## src/rtl/mem_bus_arbiter.sv

```systemverilog
// Arbitrates the shared RAM port between icache refills and dcache block loads/writebacks.
// Dcache has priority, and a grant-streak limit guarantees that the icache still makes progress.
module mem_bus_arbiter #(
    parameter int ADDR_WIDTH   = 16,
    parameter int BLOCK_WORDS  = 2,
    parameter int MAX_D_STREAK = 4
) (
    input  logic                  CLK,
    input  logic                  nRST,
    input  logic                  i_req,
    input  logic [ADDR_WIDTH-1:0] i_addr,
    output logic                  i_ack,
    output logic                  i_done,
    output logic [31:0]           i_load,
    input  logic                  d_req,
    input  logic                  d_wen,
    input  logic [ADDR_WIDTH-1:0] d_addr,
    input  logic [31:0]           d_store,
    output logic                  d_ack,
    output logic                  d_done,
    output logic [31:0]           d_load,
    output logic                  ram_ren,
    output logic                  ram_wen,
    output logic [ADDR_WIDTH-1:0] ram_addr,
    output logic [31:0]           ram_store,
    input  logic [31:0]           ram_load,
    input  logic                  ram_ready
);
    localparam int BW = (BLOCK_WORDS > 1) ? $clog2(BLOCK_WORDS) : 1;
    localparam int SW = $clog2(MAX_D_STREAK + 1);
    localparam logic [BW-1:0] LAST_BEAT = BW'(BLOCK_WORDS - 1);
    localparam logic [SW-1:0] SMAX      = SW'(MAX_D_STREAK);

    typedef enum logic [1:0] {IDLE, I_XFER, D_XFER} state_t;

    state_t          state;
    logic [BW-1:0]   beat_cnt;
    logic [SW-1:0]   d_streak;
    logic            grant_d;
    logic            grant_i;
    logic            last_beat;
    logic [ADDR_WIDTH-1:0] beat_offs;

    always_comb begin
        grant_d   = d_req & ~(i_req & (d_streak == SMAX));
        grant_i   = i_req & ~grant_d;
        last_beat = (beat_cnt == LAST_BEAT);
        beat_offs = ADDR_WIDTH'(beat_cnt) << 2;
    end

    always_ff @(posedge CLK or negedge nRST) begin
        if (!nRST) begin
            state    <= IDLE;
            beat_cnt <= '0;
            d_streak <= '0;
        end else begin
            case (state)
                IDLE: begin
                    if (grant_d) begin
                        state <= D_XFER;
                        // The streak only grows while the icache is actually waiting.
                        if (!i_req)
                            d_streak <= '0;
                        else if (d_streak != SMAX)
                            d_streak <= d_streak + 1'b1;
                    end else if (grant_i) begin
                        state    <= I_XFER;
                        d_streak <= '0;
                    end
                end
                default: begin
                    if (ram_ready) begin
                        if (last_beat) begin
                            beat_cnt <= '0;
                            state    <= IDLE;
                        end else begin
                            beat_cnt <= beat_cnt + 1'b1;
                        end
                    end
                end
            endcase
        end
    end

    // The beat handshake passes ram_ready straight through so that data is acked in the RAM's cycle.
    always_comb begin
        i_ack     = 1'b0;
        i_done    = 1'b0;
        i_load    = '0;
        d_ack     = 1'b0;
        d_done    = 1'b0;
        d_load    = '0;
        ram_ren   = 1'b0;
        ram_wen   = 1'b0;
        ram_addr  = '0;
        ram_store = '0;
        case (state)
            I_XFER: begin
                ram_ren  = 1'b1;
                ram_addr = i_addr + beat_offs;
                i_ack    = ram_ready;
                i_done   = ram_ready & last_beat;
                i_load   = ram_ready ? ram_load : '0;
            end
            D_XFER: begin
                ram_wen   = d_wen;
                ram_ren   = ~d_wen;
                ram_addr  = d_addr + beat_offs;
                ram_store = d_store;
                d_ack     = ram_ready;
                d_done    = ram_ready & last_beat;
                d_load    = ram_ready ? ram_load : '0;
            end
            default: ;
        endcase
    end
endmodule

```

## config.mk

```make
export PLATFORM = sky130hd
export DESIGN_NAME = mem_bus_arbiter
export DESIGN_NICKNAME = d
export VERILOG_FILES = /design/src/rtl/mem_bus_arbiter.sv
export SDC_FILE = /design/constraint.sdc
export NUM_CORES = 1
export LEC_CHECK = 0
export CAP_MARGIN = 5
export CELL_PAD_IN_SITES_DETAIL_PLACEMENT = 0
export CELL_PAD_IN_SITES_GLOBAL_PLACEMENT = 2
export CORE_MARGIN = 3
export CORE_UTILIZATION = 12
export DETAILED_ROUTE_END_ITERATION = 10
export HOLD_SLACK_MARGIN = 0.02
export MAX_ROUTING_LAYER = met4
export PLACE_DENSITY = 0.95
export SLEW_MARGIN = 40
export SYNTH_ARGS = -nofsm -noshare
export SYNTH_HDL_FRONTEND = slang
export SYNTH_SLANG_ARGS = --single-unit
export TNS_END_PERCENT = 50
```

## constraint.sdc

```tcl
create_clock -name CLK -period 9 [get_ports CLK]
set_input_delay 1.8 -clock CLK [delete_from_list [all_inputs] [get_ports CLK]]
set_output_delay 1.8 -clock CLK [all_outputs]
set_load 0.01 [all_outputs]
```

==> results.toml <==
[timing]
slew_viol_final = 0
worst_pin_slew_ns = 0.6043
maxSlewHeadroom_pct = 59.29
hold_violations = 0
setup_viol = 0
rsz0062_at_grt = "no"
fin_ws_ns = 3.028
min_period_ns = 5.972
fin_setup_tns_ns = 0
fin_crit_sh_pct = 66.36
fmax_mhz = 167.4
skew_ns = 0.002110

[pwr]
clkPwrFrac_pct = 8.9
power-per-cell-area_nw_per_um2 = 191.9
swShare_pct = 42.77
p_comb_share_pct = 85.0
p_switching_uw = 342.1
leakagePower_nw = 1.789
p_int_uw = 457.8
p_seq_share_pct = 6.1
ir_drop_mv = 0.1212

[worst_setup_path]
crit_chain = "clkdlybuf4s50_1 > mux2_2 > ha_1 > nand4_1 > a22oi_2 > a31oi_1 > nor3_2 > clkdlybuf4s50_1"
crit_required_ns = 7.20
start_kind = "primary input"
path_class = "primary input to primary output"
cp_slowest_stage_delay_ns = 0.56
crit_fanout = 8
cp_common_cell = "clkdlybuf4s50_1"
worstRegToRegCells = 5
rr_startpoint = "state[0]"
cp.arrival_ns = 4.17
critPathLaunch = "i_addr[2]"
endpoint_kind = "primary output"
critPathSlowestCell = "clkdlybuf4s50_1"

[die]
core_region_area_um2 = 14100
io_pins = 220
initial_core_util_pct = 12.42
rows = 43
die_area_um2 = 16070
die_w_um = 126.8
die_h_um = 126.8

[routing]
drt-total-wl_mm = 9.269
drt-initial-drc-count = 98
dr.pass1.iters = 4
vias_per_cell = 4.278
routedWlPerCell_um = 14.81
vias = 2678
ant_nets = 0
drc = 0

[finish]
layout_commonest_cell = "clkdlybuf4s50_1"
antenna-diode-count = 0
final_cell_mix = "clkdlybuf4s50_1, and3_1, and2_1"
drive_gt1_share_pct = 5.157
utilization_pct = 29.58
fillers = 1470
layout.nets = 557
area_growth_pct = 138.2
fin_area_um2 = 4169

[cts]
cts_made_buffers = 3
htreeDepth = 1
cts_hold_buf = 0
cts_resized = 0
cts_root_buf = "clkbuf_16"
cts_tree = "yes"
clockBufferDepth = 2
insertion_delay_ns = 0.23
path_clk_slew_ns = 0.03
post_cts_buffers = 0
cts.sink_count = 6

[global_routing]
antenna_found_initial = 0
grt_pass1_vias = 2569
grt_max_degree = 70
grt_pass1_wl_mm = 13.67
grt.total_usage_pct = 10.46
grt-ovfl-total = 0

[yosys]
yosysWarnings = 0
synth_area_um2 = 1750
ys_seq_elements = 6
yosysUniqueCellTypes = 45
synthFlopType = "dfrtp_1"
syn_area_per_cell_um2 = 7.203
synth_nets = 352
syn_inst = 243
postSynth.asyncResetShare_pct = 100.0
synth_edf_count = 0
synth_seq_area_share_pct = 8.578

[place]
place_ws_ns = 2.987
portBuffers = 219
place.gp.congestion = 0.8499
hpwl_mm = 7.498
place_area_um2 = 4084

[min_path]
hold_class = "flip-flop to flip-flop"
hold_depth = 2
min_from = "d_streak[0]"

[status]
outcome = "completed"

[job]
drv_cap = 0
[power by group through the flow]
stage | logic [mW] | clock network, mW | registers [mW]
final | 0.680 | 0.0710 | 0.0492
after detailed placement | 0.684 | 0 | 0.0493
after global placement | 0.678 | 0 | 0.0484
after CTS | 0.687 | 0.0723 | 0.0490
after global routing | 0.735 | 0.0742 | 0.0514
after floorplan | 0.352 | 0 | 0.0452
[worst paths after layout]
check                          endpoint  slack [ns]
setup / recovery           ram_addr[11]        3.03
hold / removal              d_streak[0]        0.50
setup reg to reg               state[0]        7.52
hold reg to reg             d_streak[0]        0.50
max in group asynchronous   d_streak[2]        6.95
min in group asynchronous      state[1]        1.82
[area by class of cell]
class	count	area [µm²]	area share (%)
Inverter	8	30.03	0.7203
Clock buffer	3	75.07	1.801
Sequential cell	6	150.1	3.601
Timing Repair Buffer	223	2222	53.30
Tap cell	180	225.2	5.402
Multi-Input combinational cell	206	1466	35.17
[worst max-delay path, delay by kind of cell]
| kind | cells | cell delay [ns] |
|---|---|---|
| mux | 1 | 0.16 |
| simple gates | 2 | 0.38 |
| fa+ha+maj | 1 | 0.18 |
| compound gates | 2 | 0.59 |
| buf+inv | 2 | 1.06 |
[Yosys cell counts (all sizes together) (4+ instances only)]
cell    count  area (µm²)
a21o        4       30.03
a21oi      10       50.05
a22oi       4       35.03
a31o        4       35.03
and2       35       219.0
and3       70       442.9
buf         5       48.80
clkbuf     18       67.56
dfrtp       6       150.1
ha          7       87.58
inv         8       30.03
mux2i      10       100.1
nand2       5       18.77
nand3       5       25.02
nand4       6       43.79
nor2        9       33.78
nor3        4       25.02
[per-layer routing]
metal	global-route usage, %	share of wire (%)	vias up	routed length, µm
met2	19.18	51	138	4693
li1	-	-	1298	-
met5	-	0	-	0
met4	1.136	0.76	0	70
met3	1.347	7.1	10	660
met1	12.58	41	1232	3843
[registers in the layout, indices dropped and copies added, names as in the netlist]
name	count
d_streak	3
state	2
beat_cnt	1
[kinds of logic after synthesis]
logic type | count (synthesis) | synth area share [%]
XOR/XNOR | 4 | 2.002
adder cells (fa/ha/maj) | 7 | 5.003
multiplexers | 13 | 7.648
AO/OA/AOI/OAI | 35 | 15.80
AND/OR/NAND/NOR | 147 | 52.61
flip-flops | 6 | 8.577
buffers and inverters | 31 | 8.363
[per-stage QoR]
step | power [mW] | hold slack (ns) | cells
2_1_floorplan | 0.3970 | 0.4674 | 243
3_3_place_gp | 0.7260 | 0.4826 | 623
3_5_place_dp | 0.7336 | 0.4939 | 623
4_1_cts | 0.8082 | 0.4996 | 626
5_1_grt | 0.8610 | 0.5270 | 626
6_report | 0.7999 | 0.4959 | 626
Note: power is estimated with default switching activity, not from simulation.
